`src/rtl/kcpsmx3_inc.sv`:
```
// Shared definitions for the KCPSM-style I/O responder.
// Holds the processor operand width, the register offsets relative to
// BASE_PORT, the interrupt source bit indices, the interrupt FSM state type
// and a helper that assembles the STATUS byte.
package kcpsmx3_inc;

  localparam int OPERAND_WIDTH = 8;

  // Register offsets from BASE_PORT
  localparam logic [OPERAND_WIDTH-1:0] OFF_STATUS    = 8'd0;
  localparam logic [OPERAND_WIDTH-1:0] OFF_TX_DATA   = 8'd1;
  localparam logic [OPERAND_WIDTH-1:0] OFF_RX_DATA   = 8'd2;
  localparam logic [OPERAND_WIDTH-1:0] OFF_IRQ_MASK  = 8'd3;
  localparam logic [OPERAND_WIDTH-1:0] OFF_IRQ_CLEAR = 8'd4;

  // Interrupt source bit indices
  localparam int IRQ_RX_NEMPTY = 0;  // level: RX FIFO holds data
  localparam int IRQ_TX_EMPTY  = 1;  // level: TX FIFO drained
  localparam int IRQ_RX_OVF    = 2;  // sticky: RX byte lost
  localparam int IRQ_TX_OVF    = 3;  // sticky: TX write dropped
  localparam int IRQ_W         = 4;

  typedef enum logic [1:0] {
    ST_IDLE     = 2'd0,
    ST_ASSERT   = 2'd1,
    ST_WAIT_CLR = 2'd2
  } irq_state_t;

  // STATUS = {rx_count[3:0], tx_full, rx_empty, tx_ovf, rx_ovf}
  function automatic logic [OPERAND_WIDTH-1:0] pack_status(
    input logic [3:0] rx_cnt,
    input logic       tx_full,
    input logic       rx_empty,
    input logic       tx_ovf,
    input logic       rx_ovf
  );
    return {rx_cnt, tx_full, rx_empty, tx_ovf, rx_ovf};
  endfunction

endpackage

```
`src/rtl/io_fifo.sv`:
```
// Synchronous FIFO used for both the RX and TX byte streams.
// Ports:
//   clk, rst_n   - clock, asynchronous active-low reset (pointers/count only)
//   i_push/i_wdata - push request and data
//   i_pop        - pop request (ignored while empty)
//   o_rdata      - head of FIFO (valid when !o_empty)
//   o_full/o_empty/o_count - occupancy
// A push while full is accepted only when a pop happens in the same cycle.
module io_fifo #(
  parameter int DEPTH  = 8,
  parameter int DATA_W = 8
) (
  input  logic                     clk,
  input  logic                     rst_n,
  input  logic                     i_push,
  input  logic [DATA_W-1:0]        i_wdata,
  input  logic                     i_pop,
  output logic [DATA_W-1:0]        o_rdata,
  output logic                     o_full,
  output logic                     o_empty,
  output logic [$clog2(DEPTH):0]   o_count
);
  localparam int AW = $clog2(DEPTH);
  localparam int CW = AW + 1;

  logic [DATA_W-1:0] r_mem [DEPTH];
  logic [AW-1:0]     r_wr_ptr;
  logic [AW-1:0]     r_rd_ptr;
  logic [CW-1:0]     r_count;
  logic              w_push_acc;
  logic              w_pop_acc;

  assign o_full     = (r_count == CW'(DEPTH));
  assign o_empty    = (r_count == '0);
  assign o_count    = r_count;
  assign o_rdata    = r_mem[r_rd_ptr];

  assign w_pop_acc  = i_pop && !o_empty;
  // A pop in the same cycle frees the slot the push needs.
  assign w_push_acc = i_push && (!o_full || w_pop_acc);

  // Pointers wrap naturally because DEPTH is a power of two.
  always_ff @(posedge clk or negedge rst_n) begin
    if (!rst_n) begin
      r_wr_ptr <= '0;
      r_rd_ptr <= '0;
      r_count  <= '0;
    end else begin
      if (w_push_acc) r_wr_ptr <= r_wr_ptr + 1'b1;
      if (w_pop_acc)  r_rd_ptr <= r_rd_ptr + 1'b1;
      r_count <= r_count + CW'(w_push_acc) - CW'(w_pop_acc);
    end
  end

  always_ff @(posedge clk) begin
    if (w_push_acc) r_mem[r_wr_ptr] <= i_wdata;
  end

endmodule

```
`src/rtl/kcpsmx_io_responder.sv`:
```
// Memory-mapped I/O responder for a KCPSM-style soft processor.
// Five registers at BASE_PORT..BASE_PORT+4: STATUS, TX_DATA, RX_DATA (pop on
// read strobe), IRQ_MASK, IRQ_CLEAR (write 1 to clear sticky overflow bits).
// Ports:
//   clk, reset        - clock, asynchronous active-low reset
//   port_id, read_strobe, write_strobe, out_port - processor I/O bus
//   in_port           - registered read data, follows port_id each cycle
//   interrupt, interrupt_ack - interrupt request / acknowledge handshake
//   rx_data/rx_valid/rx_ready - inbound byte stream into the RX FIFO
//   tx_data/tx_valid/tx_ready - outbound byte stream from the TX FIFO
module kcpsmx_io_responder
  import kcpsmx3_inc::*;
#(
  parameter int                       FIFO_DEPTH = 8,
  parameter logic [OPERAND_WIDTH-1:0] BASE_PORT  = 8'h00
) (
  input  logic                     clk,
  input  logic                     reset,
  input  logic [OPERAND_WIDTH-1:0] port_id,
  input  logic                     read_strobe,
  input  logic                     write_strobe,
  input  logic [OPERAND_WIDTH-1:0] out_port,
  output logic [OPERAND_WIDTH-1:0] in_port,
  output logic                     interrupt,
  input  logic                     interrupt_ack,
  input  logic [7:0]               rx_data,
  input  logic                     rx_valid,
  output logic                     rx_ready,
  output logic [7:0]               tx_data,
  output logic                     tx_valid,
  input  logic                     tx_ready
);
  localparam int CW = $clog2(FIFO_DEPTH) + 1;

  logic [OPERAND_WIDTH-1:0] w_offset;
  logic                     w_sel_tx, w_sel_rx, w_sel_mask, w_sel_clr;

  logic [7:0]    w_rx_head;
  logic          w_rx_full, w_rx_empty;
  logic [CW-1:0] w_rx_count;
  logic [3:0]    w_rx_cnt4;
  logic          w_rx_pop_req, w_rx_pop_acc;

  logic          w_tx_full, w_tx_empty;
  logic [CW-1:0] w_tx_count;
  logic          w_tx_push_req, w_tx_pop_acc;

  logic          r_rx_ovf, r_tx_ovf;
  logic          w_rx_ovf_set, w_tx_ovf_set;
  logic          w_rx_ovf_clr, w_tx_ovf_clr;
  logic [IRQ_W-1:0] r_irq_mask;
  logic [IRQ_W-1:0] w_irq_src;
  logic          w_irq_req;

  irq_state_t    r_state, w_state_nxt;
  logic          w_interrupt;

  logic [OPERAND_WIDTH-1:0] w_rd_data;
  logic [OPERAND_WIDTH-1:0] r_in_port;

  // ---------------- address decode ----------------
  assign w_offset   = port_id - BASE_PORT;
  assign w_sel_tx   = (w_offset == OFF_TX_DATA);
  assign w_sel_rx   = (w_offset == OFF_RX_DATA);
  assign w_sel_mask = (w_offset == OFF_IRQ_MASK);
  assign w_sel_clr  = (w_offset == OFF_IRQ_CLEAR);

  // ---------------- RX path ----------------
  // rx_valid is offered to the FIFO even when full: a same-cycle pop makes
  // room, so the byte is taken and no overflow is flagged.
  assign w_rx_pop_req = read_strobe && w_sel_rx;
  assign w_rx_pop_acc = w_rx_pop_req && !w_rx_empty;
  assign w_rx_ovf_set = rx_valid && w_rx_full && !w_rx_pop_acc;
  assign rx_ready     = !w_rx_full;

  io_fifo #(
    .DEPTH  (FIFO_DEPTH),
    .DATA_W (8)
  ) u_rx_fifo (
    .clk     (clk),
    .rst_n   (reset),
    .i_push  (rx_valid),
    .i_wdata (rx_data),
    .i_pop   (w_rx_pop_req),
    .o_rdata (w_rx_head),
    .o_full  (w_rx_full),
    .o_empty (w_rx_empty),
    .o_count (w_rx_count)
  );

  if (CW >= 4) begin : g_cnt_trunc
    assign w_rx_cnt4 = w_rx_count[3:0];
  end else begin : g_cnt_ext
    assign w_rx_cnt4 = 4'(w_rx_count);
  end

  // ---------------- TX path ----------------
  assign w_tx_push_req = write_strobe && w_sel_tx;
  assign w_tx_pop_acc  = tx_ready && !w_tx_empty;
  assign w_tx_ovf_set  = w_tx_push_req && w_tx_full && !w_tx_pop_acc;
  assign tx_valid      = !w_tx_empty;

  io_fifo #(
    .DEPTH  (FIFO_DEPTH),
    .DATA_W (8)
  ) u_tx_fifo (
    .clk     (clk),
    .rst_n   (reset),
    .i_push  (w_tx_push_req),
    .i_wdata (out_port),
    .i_pop   (tx_ready),
    .o_rdata (tx_data),
    .o_full  (w_tx_full),
    .o_empty (w_tx_empty),
    .o_count (w_tx_count)
  );

  // ---------------- interrupt sources ----------------
  assign w_rx_ovf_clr = write_strobe && w_sel_clr && out_port[IRQ_RX_OVF];
  assign w_tx_ovf_clr = write_strobe && w_sel_clr && out_port[IRQ_TX_OVF];

  // Set is ORed after the clear so a coincident event is never lost.
  always_ff @(posedge clk or negedge reset) begin
    if (!reset) begin
      r_rx_ovf   <= 1'b0;
      r_tx_ovf   <= 1'b0;
      r_irq_mask <= '0;
    end else begin
      r_rx_ovf <= w_rx_ovf_set || (r_rx_ovf && !w_rx_ovf_clr);
      r_tx_ovf <= w_tx_ovf_set || (r_tx_ovf && !w_tx_ovf_clr);
      if (write_strobe && w_sel_mask) r_irq_mask <= out_port[IRQ_W-1:0];
    end
  end

  always_comb begin
    w_irq_src                = '0;
    w_irq_src[IRQ_RX_NEMPTY] = !w_rx_empty;
    w_irq_src[IRQ_TX_EMPTY]  = (w_tx_count == '0);
    w_irq_src[IRQ_RX_OVF]    = r_rx_ovf;
    w_irq_src[IRQ_TX_OVF]    = r_tx_ovf;
  end

  assign w_irq_req = |(w_irq_src & r_irq_mask);

  // ---------------- interrupt FSM ----------------
  always_ff @(posedge clk or negedge reset) begin
    if (!reset) r_state <= ST_IDLE;
    else        r_state <= w_state_nxt;
  end

  // Once asserted, the request is held until acknowledged regardless of the
  // mask; after the ack we wait for the cause to go away before re-arming.
  always_comb begin
    w_state_nxt = r_state;
    w_interrupt = 1'b0;
    case (r_state)
      ST_IDLE: begin
        if (w_irq_req) w_state_nxt = ST_ASSERT;
      end
      ST_ASSERT: begin
        w_interrupt = 1'b1;
        if (interrupt_ack) w_state_nxt = ST_WAIT_CLR;
      end
      ST_WAIT_CLR: begin
        if (!w_irq_req) w_state_nxt = ST_IDLE;
      end
      default: w_state_nxt = ST_IDLE;
    endcase
  end

  assign interrupt = w_interrupt;

  // ---------------- read mux ----------------
  always_comb begin
    w_rd_data = '0;
    case (w_offset)
      OFF_STATUS:   w_rd_data = pack_status(w_rx_cnt4, w_tx_full, w_rx_empty,
                                            r_tx_ovf, r_rx_ovf);
      OFF_RX_DATA:  w_rd_data = w_rx_empty ? '0 : w_rx_head;
      OFF_IRQ_MASK: w_rd_data = {{(OPERAND_WIDTH-IRQ_W){1'b0}}, r_irq_mask};
      default:      w_rd_data = '0;
    endcase
  end

  always_ff @(posedge clk or negedge reset) begin
    if (!reset) r_in_port <= '0;
    else        r_in_port <= w_rd_data;
  end

  assign in_port = r_in_port;

endmodule

```
`config.mk`:
```
export PLATFORM = sky130hd
export DESIGN_NAME = kcpsmx_io_responder
export DESIGN_NICKNAME = d
export VERILOG_FILES = /design/src/rtl/kcpsmx3_inc.sv /design/src/rtl/io_fifo.sv /design/src/rtl/kcpsmx_io_responder.sv
export SDC_FILE = /design/constraint.sdc
export NUM_CORES = 1
export LEC_CHECK = 0
export ABC_CLOCK_PERIOD_IN_PS = 2900
export CORE_ASPECT_RATIO = 1.2
export CORE_UTILIZATION = 25
export CTS_BUF_LIST = sky130_fd_sc_hd__clkbuf_16
export DETAILED_ROUTE_END_ITERATION = 10
export PLACE_DENSITY_LB_ADDON = 0.08
export SLEW_MARGIN = 10
export SYNTH_ARGS = -nofsm -noshare
export SYNTH_HDL_FRONTEND = slang
export SYNTH_SLANG_ARGS = --single-unit
```
`constraint.sdc`:
```
create_clock -name clk -period 2.9 [get_ports clk]
set_input_delay 0.29 -clock clk [delete_from_list [all_inputs] [get_ports clk]]
set_output_delay 0.29 -clock clk [all_outputs]
set_load 0.03 [all_outputs]
```
* Yosys cells after proc, flatten, opt, wreduce, memory -nomap -nowiden
Memory sizes are Yosys's and may differ from the RTL's.
Index checks and enable logic that the tools add are counted.
** Cells by class
- Add/sub/neg operators :: 8
- Eq/ne operators :: 11
- Muxes and demuxes :: 11
- Bitwise gates (word level) :: 1
- Reduce and logical (&&, ||, !) cells :: 34
** Operator list (count)
- $pmux W8 S3 :: 1
- $eq A8 B2 Y1 const B :: 2
- $logic_and A1 B1 Y1 :: 16
- $add A3 B1 Y3 const B :: 4
- $add A4 B1 Y4 :: 2
- $eq A4 B4 Y1 const B :: 2
- $eq A8 B1 Y1 const B :: 1
- $eq A8 B3 Y1 const B :: 1
- $logic_not A1 Y1 :: 8
- $logic_not A4 Y1 :: 2
- $logic_not A8 Y1 :: 1
- $mux W8 :: 1
- $sub A4 B1 Y4 :: 2
- $mux W2 :: 3
- $ne A2 B2 Y1 const B :: 3
- $pmux W2 S3 :: 1
- $mux W1 :: 5
- $and A4 B4 Y4 :: 1
- $logic_or A1 B1 Y1 :: 4
- $reduce_or A4 Y1 :: 1
- $reduce_and A3 Y1 :: 1
- $eq A2 B1 Y1 const B :: 1
- $eq A2 B2 Y1 const B :: 1
- $logic_not A2 Y1 :: 1
** Word-level totals
- Flip-flop bits (word level) :: 36
- RAM bits :: 128
- Input bits :: 31
- Output and inout port bits :: 19
- Logic and storage cells :: 78
- Memories :: 2
** Memories
- u_rx_fifo.r_mem :: words 8, width 8, read ports 1, clocked after Yosys merged registers in 0, wr ports 1, line io_fifo.sv:26 : logic [DATA_W-1:0] r_mem [DEPTH];
- u_tx_fifo.r_mem :: words 8, width 8, read ports 1, clocked after Yosys merged registers in 0, wr ports 1, line io_fifo.sv:26

* Depth between registers and ports, before layout
Gate-level depths: netlist (run 1).
- Depth after elaboration :: 7
- Mapped depth :: 11
- Mapped depth without buffers :: 11

* Hierarchy
From an unflattened synthesis (run 1), not the netlist that was laid out.
** Unflattened totals
- Cell total of the unflattened synthesis :: 396
- Area total of the unflattened synthesis :: 7103.1 sq um
** Modules (own cells, without submodules)
- io_fifo :: times used 2, cells each 153, area each 3093.0 sq um, sequential area each 2172.1 sq um
- kcpsmx_io_responder :: times used 1, cells each 90, area each 917.1 sq um, sequential area each 400.4 sq um

* Worst setup path before layout (run 1)
OpenSTA, ideal clock, no wires.
- Path type :: input to register
- Start point :: input port port_id[3]
- End point :: memory u_rx_fifo.r_mem[0][0], enable pin
- Library setup time :: 395 ps
- Arrival :: 2338 ps
- Required time :: 2505 ps
- Setup slack :: 168 ps
- Stages :: 4
- Path buffers :: 0
- Cells stage by stage :: or4_4 -> nor4_4 -> o21ai_4 -> nor4_1
** On the way
- Word-level cells in the longest chain between the ends :: 7
** RTL lines
- start: declaration :: line kcpsmx_io_responder.sv:19 : input logic [OPERAND_WIDTH-1:0] port_id,
- $eq A8 B2 Y1 :: line kcpsmx_io_responder.sv:64 : assign w_sel_rx = (w_offset == OFF_RX_DATA);
- $logic_and A1 B1 Y1 :: line kcpsmx_io_responder.sv:71 : assign w_rx_pop_req = read_strobe && w_sel_rx;
- $logic_and A1 B1 Y1 :: line io_fifo.sv:38 : assign w_pop_acc = i_pop && !o_empty;
- net u_rx_fifo.w_pop_acc :: line io_fifo.sv:31 : logic w_pop_acc;
- $logic_or A1 B1 Y1 :: line io_fifo.sv:40 : assign w_push_acc = i_push && (!o_full || w_pop_acc);
- $logic_and A1 B1 Y1 :: line io_fifo.sv:40
- $mux W1 :: line io_fifo.sv:56 : if (w_push_acc) r_mem[r_wr_ptr] <= i_wdata;
- $mux W1 (implied by the code) :: line io_fifo.sv:56
- end: declaration :: line io_fifo.sv:26
The timed path passes the listed nets, and every way through them passes these cells.

* Worst setup path after layout (run 1)
- Start point :: register u_tx_fifo.r_rd_ptr[0]
- End point :: output port tx_data[2]
** On the way
- Word-level cells in the longest chain between the ends :: 1
** RTL lines
- start: declaration :: line io_fifo.sv:28 : logic [AW-1:0] r_rd_ptr;
- start signal: assignment :: line io_fifo.sv:50 : if (w_pop_acc) r_rd_ptr <= r_rd_ptr + 1'b1;
- $mem_v2 Z8 W8
- end: declaration :: line kcpsmx_io_responder.sv:29 : output logic [7:0] tx_data,
No other way between the ends.

==> results of run 1 <==
==> worst max-delay path, delay by kind of cell, from the launching register on <==
kind     cells  cell delay [ns]
buf+inv      2             0.80
flops        1             0.37
mux          2             0.81
==> placed cells by master (no fill, tap or decap), types with 8 or more instances in the layout <==
master	instances
edfxtp_1	128
nor2_1	13
dfrtp_1	36
ha_1	16
mux4_2	32
inv_1	21
clkbuf_16	17
buf_4	32
mux2_2	15
clkdlybuf4s50_1	48
nand2_1	8
==> power by group <==
part | internal, mW | total (mW) | switching, mW | leakage [nW]
registers | 2.81 | 2.99 | 0.179 | 1.61
clock network | 1.38 | 2.37 | 0.988 | 0.302
logic | 0.847 | 1.72 | 0.874 | 1.07
total | 5.04 | 7.08 | 2.04 | 2.99
==> layout make-up <==
cell class	count	share of cell area, %
clock buffer	17	5.029
clock inverter	15	2.233
inverter	20	0.8874
multi-input combinational	171	21.99
sequential	164	56.09
tap	335	4.955
timing repair buffer	82	8.815
==> worst max-delay path by stage <==
stage                          startpoint               endpoint  slack, ns  cells past startpoint
floorplan                      port_id[3]  u_rx_fifo.r_mem[0][0]       0.17                      4
global placement               port_id[3]   u_tx_fifo.o_count[1]     -0.003                      7
detailed placement             port_id[3]   u_tx_fifo.o_count[1]      -0.04                      7
CTS                 u_tx_fifo.r_rd_ptr[0]             tx_data[2]       0.12                      4
global route        u_tx_fifo.r_rd_ptr[0]             tx_data[2]       0.09                      4
finish              u_tx_fifo.r_rd_ptr[0]             tx_data[2]       0.18                      4
==> metal layers <==
layer | vias to the layer above | GRT usage, % | part of all wire (%)
met2 | 54 | 21.28 | 53
met3 | 19 | 2.673 | 2.6
met5 | - | 0 | 0
met4 | 0 | 4.653 | 1.8
met1 | 1767 | 13.57 | 42
li1 | 1617 | - | -
==> flip-flops by register name (all words and copies together), names as in the netlist <==
signal	cells
u_rx_fifo.r_mem	64
u_tx_fifo.r_mem	64
in_port	8
r_irq_mask	4
u_rx_fifo.o_count	4
u_tx_fifo.o_count	4
u_rx_fifo.r_rd_ptr	3
u_rx_fifo.r_wr_ptr	3
u_tx_fifo.r_rd_ptr	3
u_tx_fifo.r_wr_ptr	3
r_state	2
r_rx_ovf	1
r_tx_ovf	1
==> logic make-up (layout without fill, tap and decap cells) <==
family / after synthesis / in the layout / synth area share (%)
flip-flops: 164 / 164 / 70.39
AND/OR/NAND/NOR: 59 / 59 / 4.900
multiplexers: 56 / 56 / 14.63
buffers and inverters: 31 / 134 / 2.005
AO/OA/AOI/OAI: 26 / 26 / 2.952
adder cells (fa/ha/maj): 18 / 18 / 3.564
XOR/XNOR: 12 / 12 / 1.559
==> results by group, run 1 <==
Global route
  • Largest net degree at the start of global routing: 37
  • Grt ovf: 0
  • First-pass GRT wire length: 23.54 mm
  • Vias in the first global route: 3,884
  • Gr usage total: 11.81%
  • Initial antenna violation count: 0

STA
  • Fmax: 368.1 MHz
  • Final Hold Viols: 12
  • Final setup TNS: 0 ns
  • Max Slew Vio Count: 0
  • Tightest Pin Transition: 0.8964 ns
  • Endpoints failing setup: 0
  • RSZ-0062 raised after global routing: no
  • Fin Hold WS: -0.01504 ns
  • Clock skew: 0.01066 ns
  • Post-route setup slack: 0.1836 ns
  • Post-route clock period utilization: 93.67%
  • Relative slew slack: 40.24%
  • Minimum clock period: 2.716 ns

Logic synthesis
  • Count leader, synth: edfxtp_1
  • FF+latch count, synth: 164
  • Post-synthesis sequential area ratio: 70.39%
  • Synth cell types: 45
  • Post-synth EDFFs: 128
  • Synth async-reset ratio: 21.95%
  • Top cells by area, synth: edfxtp_1 57%, dfrtp_1 13%, mux4_2 11%, ha_1 3.0%, mux2_2 2.5%
  • Top_reg_cell synth: edfxtp_1
  • Synthesized net count: 415
  • Yosys warning total: 0
  • Synth Instances: 366
  • Syn_area_per_cell: 18.42 µm²
  • Synth top area share: 57.03%
  • Post-synth top area cell: edfxtp_1
  • Synth top cells by count: 128 x edfxtp_1, 36 x dfrtp_1, 32 x mux4_2, 20 x inv_1, 16 x ha_1
  • Synthesized cell area: 6740 µm²

Clock network
  • CTS Sinks: 164
  • Skew-Pair Late Insertion Delay: 0.43 ns
  • Hold_buf cts: 0
  • H-tree depth: 4
  • Post-cts sizing count: 0
  • Total CTS buffers: 17
  • Post-CTS Setup Repair Bufs: 0
  • Clock root buffer: clkbuf_16
  • Clock Path Buffers: 2
  • CTS clk-pin slew, worst paths: 0.07 ns
  • TritonCTS clock tree: yes

Floorplanning
  • Die height: 181.9 µm
  • FP Rows: 65
  • Initial Util: 25.50%
  • Core area: 26,430 µm²
  • Die Footprint: 27,620 µm²
  • Die width: 151.9 µm
  • I/O pins: 50

Finish
  • Final Util: 32.00%
  • Storage cell area: 4745 µm²
  • Final instance area: 8459 µm²
  • Diodes inserted: 0
  • Share of cells above drive strength 1: 25.37%
  • Final non-filler cell total: 804
  • Multi-input logic area: 1861 µm²
  • Filler cell count: 2,552
  • Fin nets: 505
  • Synth-to-layout area growth: 25.51%

Worst setup path
  • R2R Path End: u_tx_fifo.o_count[2]
  • Worst flop-to-flop path startpoint: u_tx_fifo.o_count[2]
  • Critical path's slowest cell: clkdlybuf4s50_1
  • WP data arrival: 2.43 ns
  • Worst setup EP type: output pin
  • Critical Path RT: 2.61 ns
  • Reg2Reg Depth: 10
  • FF-to-FF setup slack: 0.38 ns
  • CP Class: flop to output pin
  • Worst path max stage delay: 0.60 ns
  • CP Cell Sequence: buf_12, mux4_2, mux2_2, clkdlybuf4s50_1
  • CP Launch Type: flop
  • CP max FO: 18

Status
  • Status: finished, violations left
  • Failing checks: design-rule violations, negative hold slack

Drt
  • DR WL/cell: 18.49 µm
  • DR pass1 iterations: 7
  • Vias: 3,457
  • Post-route ant nets: 0
  • Initial DRC count: 179
  • # DRC: 8
  • Via density: 4.300
  • Total Wirelength: 14.87 mm

Placed design
  • Detailed placement HPWL: 10.42 mm
  • Dpl cell area: 7845 µm²
  • Routability cong.: 0.7153
  • Post-Place Cells: 772
  • Setup WS pre-CTS: -0.03816 ns
  • PortBufs: 49

Power
  • P per Cell Area: 836.6 nW/µm²
  • Overall power: 7.077 mW
  • Lkg Pwr: 2.985 nW
  • Highest ir drop seen on vdd: 0.3583 mV

Hold path
  • Worst hold path class: input port to asynchronous set/reset pin

Job
  • Max-cap violations: 0
No activity file was read; power rests on OpenSTA's default activity.
==> inputs of run 2 (changes only) <==
--- a/config.mk
+++ b/config.mk
@@ -5,7 +5,7 @@
 export SDC_FILE = /design/constraint.sdc
 export NUM_CORES = 1
 export LEC_CHECK = 0
-export ABC_CLOCK_PERIOD_IN_PS = 2900
+export ABC_CLOCK_PERIOD_IN_PS = 3350
 export CORE_ASPECT_RATIO = 1.2
 export CORE_UTILIZATION = 25
 export CTS_BUF_LIST = sky130_fd_sc_hd__clkbuf_16
==> constraint.sdc (replaced) <==
create_clock -name clk -period 3.35 [get_ports clk]
set_input_delay 0.335 -clock clk [delete_from_list [all_inputs] [get_ports clk]]
set_output_delay 0.335 -clock clk [all_outputs]
set_load 0.03 [all_outputs]
==> run 2 against run 1 <==
Compared with the run above:
- the flow finishes with violations (design-rule violations)
- setup slack improved by 0.29 ns
- combinational power down 13%
- worst hold slack gained 0.072 ns
- non-clock buffer count down 2
- largest power group unchanged
- register-to-register slack gained 0.43 ns
- design area fell by 0.56%
- highest routed layer unchanged
- critical path type unchanged
- clock power shrank 16%
- die area is the same
- total power shrank 14%
- routed wire length grew 0.58%
==> results by group, run 2 (synthesis results as in run 1) <==
Hold path
  • Worst hold path class: input port to asynchronous set/reset pin

Floorplanning
  • Die height: 181.9 µm
  • FP Rows: 65
  • Die Footprint: 27,620 µm²
  • Core area: 26,430 µm²
  • Die width: 151.9 µm
  • I/O pins: 50
  • Initial Util: 25.50%

Global route
  • Vias in the first global route: 3,814
  • Gr usage total: 11.77%
  • Initial antenna violation count: 0
  • Grt ovf: 0
  • First-pass GRT wire length: 23.45 mm
  • Largest net degree at the start of global routing: 37

Worst setup path
  • Critical Path RT: 3.01 ns
  • Buffers & Inverters on Critical Path: 2
  • Top delay family on crit path: buffers and inverters
  • Worst path max stage delay: 0.60 ns
  • CP max FO: 18
  • Worst flop-to-flop path startpoint: u_tx_fifo.o_count[2]
  • R2R Path End: u_tx_fifo.o_count[2]
  • Reg2Reg Depth: 10
  • Critical Path Start: u_tx_fifo.r_rd_ptr[0]
  • Critical path's slowest cell: clkdlybuf4s50_1
  • CP Class: flop to output pin
  • Worst setup EP type: output pin
  • FF-to-FF setup slack: 0.81 ns
  • WP data arrival: 2.54 ns
  • CP Cell Sequence: buf_4, mux4_2, mux2_2, clkdlybuf4s50_1
  • CP Launch Type: flop
  • Worst path depth: 4

Clock network
  • H-tree depth: 4
  • Total CTS buffers: 17
  • Clock Path Buffers: 2
  • Post-CTS Setup Repair Bufs: 0
  • Hold_buf cts: 0
  • Skew-Pair Late Insertion Delay: 0.41 ns
  • CTS Sinks: 164
  • Post-cts sizing count: 0
  • CTS clk-pin slew, worst paths: 0.07 ns
  • TritonCTS clock tree: yes
  • Clock root buffer: clkbuf_16

STA
  • Minimum clock period: 2.875 ns
  • Post-route clock period utilization: 85.82%
  • Max Slew Vio Count: 0
  • Clock skew: 0.008083 ns
  • RSZ-0062 raised after global routing: no
  • Tightest Pin Transition: 0.9057 ns
  • Final setup TNS: 0 ns
  • Fmax: 347.8 MHz
  • Endpoints failing setup: 0
  • Final Hold Viols: 0
  • Relative slew slack: 39.62%

Finish
  • Synth-to-layout area growth: 24.80%
  • Commonest non-fill, non-tap cells in the layout: 128 x edfxtp_1, 48 x clkdlybuf4s50_1, 36 x dfrtp_1, 32 x mux4_2, 31 x buf_4
  • Diodes inserted: 0
  • Share of cells above drive strength 1: 25.32%
  • Final non-filler cell total: 801
  • Commonest non-fill, non-tap cell in the layout: edfxtp_1
  • Fin nets: 503

Drt
  • DR pass1 iterations: 7
  • Vias: 3,457
  • Initial DRC count: 181
  • Total Wirelength: 14.95 mm
  • Post-route ant nets: 0
  • Via density: 4.316
  • # DRC: 8
  • DR WL/cell: 18.67 µm

Placed design
  • PortBufs: 49
  • Routability cong.: 0.7099
  • Post-Place Cells: 770
  • Detailed placement HPWL: 10.24 mm

Job
  • Max-cap violations: 0

Status
  • Status: finished, violations left
  • Failing checks: design-rule violations

Power
  • Highest ir drop seen on vdd: 0.2661 mV
  • P per Cell Area: 721.7 nW/µm²
  • Lkg Pwr: 2.956 nW
-- run 2: worst max-delay path by stage --
stage,end,slack (ns)
3_3_place_gp,u_rx_fifo.o_count[1],0.38
2_1_floorplan,u_rx_fifo.r_mem[0][0],0.57
4_1_cts,tx_data[2],0.39
3_5_place_dp,u_rx_fifo.o_count[2],0.37
5_1_grt,tx_data[2],0.33
6_report,tx_data[2],0.47
-- run 2: worst register-to-register path: stages (launching register included) --
cell	delay [ns]
dfrtp_1	0.37
inv_1	0.10
ha_1	0.18
or3b_2	0.51
nand2_1	0.15
inv_1	0.06
ha_1	0.27
inv_1	0.03
ha_1	0.20
fa_1	0.38
xor2_1	0.17
-- run 2: where the power goes --
group	internal [mW]	switching, mW
registers	2.43	0.161
clock network	1.12	0.864
logic	0.724	0.767
-- run 2: area by class of cell --
type	count	area, µm²
fill	2547	18020
sequential	164	4745
multi-input combinational	171	1861
timing repair buffer	80	718.2
clock buffer	17	425.4
tap	335	419.2
clock inverter	14	168.9
inverter	20	75.07
-- run 2: metal layers --
layer,vias up,track usage (%),routed length [µm]
li1,1610,-,-
met1,1797,14.37,6713
met2,44,20.80,7804
met3,6,2.673,297
met4,0,3.306,137
met5,-,0,0
-- run 2: through the flow --
stage	cell area [µm²]	util, %	hold WS, ns	total power, mW	setup slack [ns]
final	8412	31.82	0.05707	6.071	0.4750
after global routing	8412	31.82	0.1089	6.409	0.3300
after CTS	8412	31.82	0.07750	6.197	0.3941
after detailed placement	7818	29.58	0.4524	4.176	0.3659
after global placement	7818	29.58	0.4412	4.169	0.3836
after floorplan	6740	-	0.03941	3.609	0.5727
==> inputs of run 3 (changes only) <==
--- a/config.mk
+++ b/config.mk
@@ -6,11 +6,14 @@
 export NUM_CORES = 1
 export LEC_CHECK = 0
 export ABC_CLOCK_PERIOD_IN_PS = 3350
+export CELL_PAD_IN_SITES_DETAIL_PLACEMENT = 2
+export CELL_PAD_IN_SITES_GLOBAL_PLACEMENT = 2
 export CORE_ASPECT_RATIO = 1.2
 export CORE_UTILIZATION = 25
 export CTS_BUF_LIST = sky130_fd_sc_hd__clkbuf_16
 export DETAILED_ROUTE_END_ITERATION = 10
-export PLACE_DENSITY_LB_ADDON = 0.08
+export HOLD_SLACK_MARGIN = 0.12
+export PLACE_DENSITY = 0.62
 export SLEW_MARGIN = 10
 export SYNTH_ARGS = -nofsm -noshare
 export SYNTH_HDL_FRONTEND = slang
==> run 3 against run 2 <==
Compared with the run above:
- the flow still finishes with violations (design-rule violations)
- first-iteration DRC count is 22% higher
- count of clock-buffer cells in the layout stayed put
- setup slack worse by 0.032 ns
- cell count is 0.87% lower
- non-clock buffer count is 8 lower
- sequential share of layout area is 0.34 points higher
- die area stayed put
- clock power hardly changed
- global-route usage is 0.48 points higher
- total power is 1.0% higher
- design area is 0.59% lower
- clock skew is 0.0023 ns higher
- highest routed layer unchanged
==> results by group, run 3 (synthesis results as in run 1) <==
Status
  • Status: finished, violations left
  • Failing checks: design-rule violations

Placed design
  • Detailed placement HPWL: 10.90 mm
  • Routability cong.: 0.7130
  • Setup WS pre-CTS: 0.2664 ns
  • PortBufs: 49
  • Post-Place Cells: 761

Finish
  • Synth-to-layout area growth: 24.06%
  • Commonest non-fill, non-tap cells in the layout: 128 x edfxtp_1, 48 x clkdlybuf4s50_1, 36 x dfrtp_1, 32 x mux4_2, 22 x buf_4
  • Commonest non-fill, non-tap cell in the layout: edfxtp_1
  • Final non-filler cell total: 794
  • Final Util: 31.64%
  • Diodes inserted: 0
  • Share of cells above drive strength 1: 23.31%
  • Filler cell count: 2,637
  • Fin nets: 495

Worst setup path
  • CP max FO: 18
  • Top delay family on crit path: buffers and inverters
  • WP data arrival: 2.57 ns
  • Worst setup EP type: output pin
  • CP Class: flop to output pin
  • Worst path max stage delay: 0.61 ns
  • Critical path's slowest cell: clkdlybuf4s50_1
  • CP Launch Type: flop
  • Critical Path RT: 3.01 ns
  • CP Cell Sequence: buf_4, mux4_2, mux2_2, clkdlybuf4s50_1
  • Buffers & Inverters on Critical Path: 2

Drt
  • Post-route ant nets: 0
  • # DRC: 12
  • DR WL/cell: 20.08 µm
  • Vias: 3,533
  • Total Wirelength: 15.94 mm
  • Initial DRC count: 220
  • Via density: 4.450
  • DR pass1 iterations: 7

STA
  • Clock skew: 0.01043 ns
  • Fin Hold WS: 0.4755 ns
  • Post-route clock period utilization: 86.77%
  • Minimum clock period: 2.907 ns
  • Fmax: 344.0 MHz
  • Post-route setup slack: 0.4433 ns
  • Max Slew Vio Count: 0
  • RSZ-0062 raised after global routing: no
  • Endpoints failing setup: 0
  • Relative slew slack: 41.68%
  • Final setup TNS: 0 ns
  • Final Hold Viols: 0
  • Tightest Pin Transition: 0.8749 ns

Clock network
  • Clock root buffer: clkbuf_16
  • H-tree depth: 4
  • CTS clk-pin slew, worst paths: 0.07 ns
  • Skew-Pair Late Insertion Delay: 0.43 ns
  • TritonCTS clock tree: yes
  • Total CTS buffers: 17
  • Post-cts sizing count: 0
  • Clock Path Buffers: 2
  • CTS Sinks: 164

Power
  • Net switching fraction of the power: 29.33%
  • Switch Pwr: 1.798 mW
  • Lkg Pwr: 2.913 nW
  • P per Cell Area: 733.2 nW/µm²
  • Clock power share: 33.0%
  • Seq pwr share: 42.4%
  • Highest ir drop seen on vdd: 0.3503 mV
  • Int Pwr: 4.333 mW
  • Combinational Power Share: 24.7%

Floorplanning
  • Core area: 26,430 µm²
  • Initial Util: 25.50%
  • Die width: 151.9 µm
  • FP Rows: 65
  • Die height: 181.9 µm
  • I/O pins: 50
  • Die Footprint: 27,620 µm²

Global route
  • Largest net degree at the start of global routing: 37
  • Initial antenna violation count: 0
  • Gr usage total: 12.26%
  • First-pass GRT wire length: 24.71 mm
  • Grt ovf: 0
  • Vias in the first global route: 4,046

Job
  • Max-cap violations: 0

Hold path
  • Worst hold path class: flop to flop
-- run 3: changes by cell type in the layout (fill, tap and decap cells not counted), moves of 2 or more --
cell      before  now
buf_4         31   22
clkinv_1       0    3
inv_8          4    1
clkinv_4       2    0
inv_6          3    5
-- run 3: what timing repair did --
action	CTS	global route
hold endpoints to repair	36	0
setup buffers	0	0
hold buffers	1	0
-- run 3: worst paths after layout --
| path | cells after the start | to | slack, ns | from |
|---|---|---|---|---|
| worst max-delay path | 4 | tx_data[2] | 0.44 | u_tx_fifo.r_rd_ptr[0] |
| worst min-delay path | 1 | r_state[0] | 0.48 | r_state[1] |
| worst max register to register | 11 | u_rx_fifo.o_count[1] | 0.78 | u_rx_fifo.o_count[2] |
| worst min register to register | 1 | r_state[0] | 0.48 | r_state[1] |
| max in group asynchronous | 2 | r_state[1] | 2.27 | reset |
| min in group asynchronous | 2 | u_rx_fifo.r_wr_ptr[0] | 0.54 | reset |
-- run 3: final cells by class --
type,instances,area [µm²],share of cell area (%)
clock buffer,17,425.4,5.088
clock inverter,15,176.4,2.110
inverter,20,75.07,0.8978
multi-input combinational,171,1861,22.25
sequential,164,4745,56.74
tap,335,419.2,5.013
timing repair buffer,72,660.6,7.901
-- run 3: per-stage QoR --
stage	area [µm²]	total power, mW
2_1_floorplan	6740	3.609
3_3_place_gp	7750	4.111
3_5_place_dp	7750	4.191
4_1_cts	8362	6.242
5_1_grt	8362	6.431
6_report	8362	6.131
-- run 3: worst register-to-register path: cells and delay by family (launching register included) --
kind	cells	cell delay, ns
adder cells (fa/ha/maj)	4	1.14
flip-flops	1	0.37
buffers and inverters	5	0.41
AND/OR/NAND/NOR	2	0.55
-- run 3: power by group through the flow --
stage          combinational (mW)  clock, mW  sequential, mW
2_1_floorplan                1.05          0            2.56
3_3_place_gp                 1.48          0            2.63
3_5_place_dp                 1.55          0            2.64
4_1_cts                      1.56       2.08            2.61
5_1_grt                      1.66       2.14            2.63
6_report                     1.51       2.02            2.60
-- run 3: per-layer routing --
layer | up-vias | routed length (µm) | track usage (%) | part of all wire [%]
met2 | 65 | 8272 | 21.30 | 52
met4 | 0 | 135 | 3.429 | 0.85
met1 | 1859 | 6981 | 14.98 | 44
met5 | - | 0 | 0 | 0
met3 | 13 | 552 | 3.222 | 3.5
li1 | 1596 | - | - | -
